### src/rtl/demo_sequencer.sv
// Looping title-animation scheduler: BLANK -> SLIDE_IN -> HOLD -> SLIDE_OUT, advanced once per frame.
// Optional HOLD colour cycling is built when COLOR_CYCLE_EN is defined.
module demo_sequencer #(
  parameter int TARGET_X     = 64,
  parameter int TARGET_Y     = 0,
  parameter int STEP         = 8,
  parameter int BLANK_FRAMES = 30,
  parameter int HOLD_FRAMES  = 120
) (
  input  logic       clk,
  input  logic       reset,
  input  logic       frame_tick,
  input  logic       pause,
  input  logic       skip,
  output logic [9:0] bmp_xorg,
  output logic [9:0] bmp_yorg,
  output logic       bmp_en,
  output logic [5:0] color,
  output logic [1:0] phase,
  output logic [7:0] frame_cnt,
  output logic       loop_done
);

  localparam logic [9:0]  X_HOME     = 10'(TARGET_X);
  localparam logic [9:0]  Y_HOME     = 10'(TARGET_Y);
  localparam logic [9:0]  Y_START    = 10'd480;
  localparam logic [9:0]  STEP_10    = 10'(STEP);
  localparam logic [10:0] STEP_11    = 11'(STEP);
  localparam logic [10:0] Y_LIMIT    = 11'(TARGET_Y + STEP);
  localparam logic [10:0] X_LIMIT    = 11'd640;
  localparam logic [7:0]  BLANK_LAST = 8'(BLANK_FRAMES - 1);
  localparam logic [7:0]  HOLD_LAST  = 8'(HOLD_FRAMES - 1);
  localparam logic [5:0]  WHITE      = 6'b111111;

  typedef enum logic [1:0] {
    BLANK     = 2'd0,
    SLIDE_IN  = 2'd1,
    HOLD      = 2'd2,
    SLIDE_OUT = 2'd3
  } phase_t;

  phase_t      state, state_n;
  logic [9:0]  x_n, y_n;
  logic [7:0]  dwell, dwell_n, fc_n;
  logic        en_n, ld_n;
  logic        step, last;
  logic [10:0] x_sum;

`ifdef COLOR_CYCLE_EN
  logic [2:0] pal, pal_n;
  logic [5:0] color_n;

  function automatic logic [5:0] palette(input logic [2:0] idx);
    case (idx)
      3'd0:    palette = 6'b110000;
      3'd1:    palette = 6'b111100;
      3'd2:    palette = 6'b001100;
      3'd3:    palette = 6'b001111;
      3'd4:    palette = 6'b000011;
      default: palette = 6'b110011;
    endcase
  endfunction
`endif

  always_ff @(posedge clk or posedge reset) begin
    if (reset) begin
      state     <= BLANK;
      bmp_xorg  <= X_HOME;
      bmp_yorg  <= Y_START;
      bmp_en    <= 1'b0;
      frame_cnt <= 8'd0;
      loop_done <= 1'b0;
      dwell     <= 8'd0;
`ifdef COLOR_CYCLE_EN
      pal       <= 3'd0;
      color     <= WHITE;
`endif
    end else begin
      state     <= state_n;
      bmp_xorg  <= x_n;
      bmp_yorg  <= y_n;
      bmp_en    <= en_n;
      frame_cnt <= fc_n;
      loop_done <= ld_n;
      dwell     <= dwell_n;
`ifdef COLOR_CYCLE_EN
      pal       <= pal_n;
      color     <= color_n;
`endif
    end
  end

  always_comb begin
    state_n = state;
    x_n     = bmp_xorg;
    y_n     = bmp_yorg;
    dwell_n = dwell;
    fc_n    = frame_cnt;
    ld_n    = 1'b0;
    step    = frame_tick & ~pause & ~skip;
    x_sum   = {1'b0, bmp_xorg} + STEP_11;

    // Compare happens before any subtract/add so the origin never wraps.
    case (state)
      BLANK:     last = (dwell == BLANK_LAST);
      SLIDE_IN:  last = ({1'b0, bmp_yorg} <= Y_LIMIT);
      HOLD:      last = (dwell == HOLD_LAST);
      default:   last = (x_sum >= X_LIMIT);
    endcase

    if (step)
      fc_n = frame_cnt + 8'd1;

    if (skip || (step && last)) begin
      state_n = phase_t'(state + 2'd1);
      dwell_n = 8'd0;
      case (state_n)
        SLIDE_IN:  y_n = Y_START;
        HOLD:      y_n = Y_HOME;
        SLIDE_OUT: x_n = X_HOME;
        default: begin
          x_n  = X_HOME;
          y_n  = Y_START;
          ld_n = 1'b1;
        end
      endcase
    end else if (step) begin
      case (state)
        SLIDE_IN:  y_n     = bmp_yorg - STEP_10;
        SLIDE_OUT: x_n     = x_sum[9:0];
        default:   dwell_n = dwell + 8'd1;
      endcase
    end

    en_n  = (state_n != BLANK);
    phase = state;
  end

`ifdef COLOR_CYCLE_EN
  // Palette restarts on every HOLD entry and steps every eighth HOLD frame.
  always_comb begin
    pal_n = pal;
    if (state_n == HOLD && state != HOLD)
      pal_n = 3'd0;
    else if (step && state == HOLD && dwell[2:0] == 3'd7)
      pal_n = (pal == 3'd5) ? 3'd0 : pal + 3'd1;
    color_n = (state_n == HOLD) ? palette(pal_n) : WHITE;
  end
`else
  assign color = WHITE;
`endif

endmodule
### config.mk
export PLATFORM = sky130hd
export DESIGN_NAME = demo_sequencer
export DESIGN_NICKNAME = d
export VERILOG_FILES = /design/src/rtl/demo_sequencer.sv
export SDC_FILE = /design/constraint.sdc
export NUM_CORES = 1
export LEC_CHECK = 0
export CORE_ASPECT_RATIO = 1.4
export CORE_MARGIN = 3
export CORE_UTILIZATION = 56
export CTS_BUF_LIST = sky130_fd_sc_hd__clkbuf_16
export CTS_CLUSTER_SIZE = 40
export DETAILED_ROUTE_END_ITERATION = 16
export PLACE_DENSITY = 0.85
export SYNTH_ARGS = -nofsm -noshare
export SYNTH_HDL_FRONTEND = slang
export SYNTH_SLANG_ARGS = --single-unit
### constraint.sdc
create_clock -name clk -period 6.8 [get_ports clk]
set_input_delay 2.04 -clock clk [delete_from_list [all_inputs] [get_ports clk]]
set_output_delay 2.04 -clock clk [all_outputs]
set_load 0.05 [all_outputs]
==> metrics.yaml <==
r2r_slack_ns: 3.59
finalSetupViolCount: 0
cts.sinks: 34
setup-tns-final_ns: 0
synth_cells: 220
synth_top_family_by_area: "simple AND/OR/NAND/NOR gates"
outcome: "finished, final reports clean"
seq_area_um2: 857.1
start_util_pct: 59.78
via_per_inst: 6.068
multi_input_area_um2: 1267
drv_slew: 0
synthAdderAreaFrac_pct: 6.101
dieArea_um2: 4837
yosysWarnings: 0
fin_nets: 268
hold-worst-slack_ns: 0.4709
grt.overflow.total: 0
htreeDepth: 2
final-hold-violation-count: 0
synth_async_sr_flop_share_pct: 100.0
std_cell_rows: 26
post_cts_buffers: 0
crit_buf_inv: 1
hpwlAfterDp_um: 3417
syn_to_final_growth_pct: 20.41
gp_congestion: 0.8964
final_common_cell: "clkdlybuf4s50_1"
critPathArrivalTime_ns: 4.53
p_leak_nw: 1.192
drc: 0
criticalPathCategory: "input port to flop"
grt_start_max_net_pins: 35
synthesis.area_um2: 2256
drtIter0Drc: 63
io_buffer_count: 30
routedWlPerCell_um: 16.46
critPathMaxFanout: 14
vias: 1790
max_slew_margin_pct: 34.03
antenna_found_initial: 0
reg2reg_to: "dwell[2]"
layout_common_cells: "clkdlybuf4s50_1, dfrtp_1, nor2_1, conb_1, ha_1"
die_x_um: 59.64
post-route-min-period_ns: 4.325
synth_xor_area_share_pct: 3.494
peakVddDrop_mv: 0.4397
rsz0062_at_grt: "false"
worstMarginPinSlew_ns: 0.9842
cts_max_path_buffers: 2
synth-compound-area-share_pct: 19.86
r2r_start: "phase[0]"
drtAntennaViolNets: 0
fin_crit_sh_pct: 63.60
path_delay_family: "simple AND/OR/NAND/NOR gates"
r2r_cells: 8
fmax_mhz: 231.2
synth.area.mux_share_pct: 2.274
final_core_util_pct: 71.98
cts_tree: "done"
grt_use_met1_pct: 26.20
clkSlewWorstSetupHoldPaths_ns: 0.06
busiest_layer: "met2"
drt_wl_total_um: 4856
met2_usage_pct: 37.66
use_met3_pct: 4.134
die_h_um: 81.10
hold_buffers: 0
yosysSeqAreaShare_pct: 37.99
fill_cells: 282
cp_num_cells: 7
synth_edf_count: 0
hold_class: "flop to flop"
io_pins: 43
grt_pass1_vias: 1763
finalInstanceArea_um2: 2716
max_cap_viol_count: 0
drive_gt1_share_pct: 14.62
finClkSkew_ns: 0.006585
track_usage_pct: 22.15
ys_seq_elements: 34
cts_made_buffers: 5
ys.flop_type: "dfrtp_1"
worstSetupStartpoint: "skip"
dr.pass1.iters: 4
ctsResizeCount: 0
ys_types: 64
clk_latency_ns: 0.28
crit_chain: "clkdlybuf4s50_1 -> nor3b_4 -> nand2_1 -> or4_1 -> o31ai_2 -> o22ai_1 -> a22o_1"
crit_required_ns: 7.01
core_area_um2: 3774
diodes: 0
max_stage_delay_ns: 0.70
end_kind: "flop"
slowest_stage: "clkdlybuf4s50_1"
powerDensity_nw_per_um2: 459.3
startpoint_type: "input port"
syn_area_per_cell_um2: 10.25
grt_pass1_wl_um: 8190
crit_end: "bmp_yorg[6]"
synth_simple_gate_area_share_pct: 22.46
cts_root_buffer: "clkbuf_16"
dpl_cell_area_um2: 2522
==> worst min path at each step <==
stage	startpoint	end	cells after the start	slack, ns
after floorplan	dwell[7]	dwell[7]	1	0.47
after global placement	frame_cnt[7]	frame_cnt[7]	1	0.46
after detailed placement	frame_cnt[7]	frame_cnt[7]	1	0.47
after CTS	frame_cnt[7]	frame_cnt[7]	1	0.48
after global routing	bmp_yorg[8]	bmp_yorg[8]	2	0.52
final	frame_cnt[7]	frame_cnt[7]	1	0.47
==> synth_stat cells (all sizes together), types with 3 or more instances <==
cell    number  share of area [%]
ha          11                6.1
nand4        4                1.1
nand3        8                2.6
nor2        13                2.2
nand2b       3               0.83
nand4b       3                1.2
o21ai       13                3.5
a21o         6                2.0
buf         16                5.8
xnor2        6                2.3
xor2         3                1.2
a22o         3                1.2
a21oi        4               0.89
nor3b        9                3.5
inv         10                1.7
nand2       10                1.7
dfstp        5                5.8
a31o         3                1.2
o31ai        4                2.2
o22ai        8                2.5
nor4         3                1.8
dfrtp       29                 32
nor3         5                1.3
mux2i        4                1.8
and2         3               0.83
and3         7                2.1
==> stage by stage <==
| step | worst slack [ns] | instances | total power [mW] |
|---|---|---|---|
| after floorplan | 3.247 | 230 | 0.7944 |
| after global placement | 2.308 | 287 | 0.9333 |
| after detailed placement | 2.212 | 287 | 0.9454 |
| after CTS | 2.509 | 295 | 1.252 |
| after global routing | 2.320 | 295 | 1.312 |
| final | 2.475 | 295 | 1.248 |
==> cell families (layout without fill, tap and decap cells) <==
kind of cell | after synthesis | in the layout
compound gates | 55 | 55
xor+xnor | 9 | 9
fa+ha+maj | 11 | 11
buf+inv | 26 | 49
flops | 34 | 34
mux | 5 | 5
other cells | 2 | 12
simple gates | 78 | 78
==> registers in the layout, summed over array words and instances, names as in the netlist <==
register	flops
dwell	8
frame_cnt	8
bmp_xorg	7
bmp_yorg	7
phase	2
bmp_en	1
loop_done	1
==> per-layer routing <==
metal | vias up | routed length [um]
met4 | 0 | 102
met3 | 8 | 185
met2 | 48 | 2545
met5 | - | 0
met1 | 880 | 2023
li1 | 854 | -
==> power breakdown <==
part | switching, mW | internal [mW] | total, mW | leakage (nW)
sequential | 0.0770 | 0.267 | 0.344 | 0.439
combinational | 0.388 | 0.217 | 0.604 | 0.659
clock | 0.0888 | 0.211 | 0.299 | 0.0940
total | 0.554 | 0.694 | 1.25 | 1.19
==> area by class of cell <==
| cell class | instances | share of cell area, % |
|---|---|---|
| clock buffers | 5 | 4.606 |
| clock inverters | 3 | 2.533 |
| inverters | 10 | 1.382 |
| multi-input cells | 170 | 46.66 |
| flip-flops and latches | 34 | 31.55 |
| well taps | 42 | 1.935 |
| repair buffers | 31 | 11.33 |
Note: power is estimated with default switching activity, not from simulation.
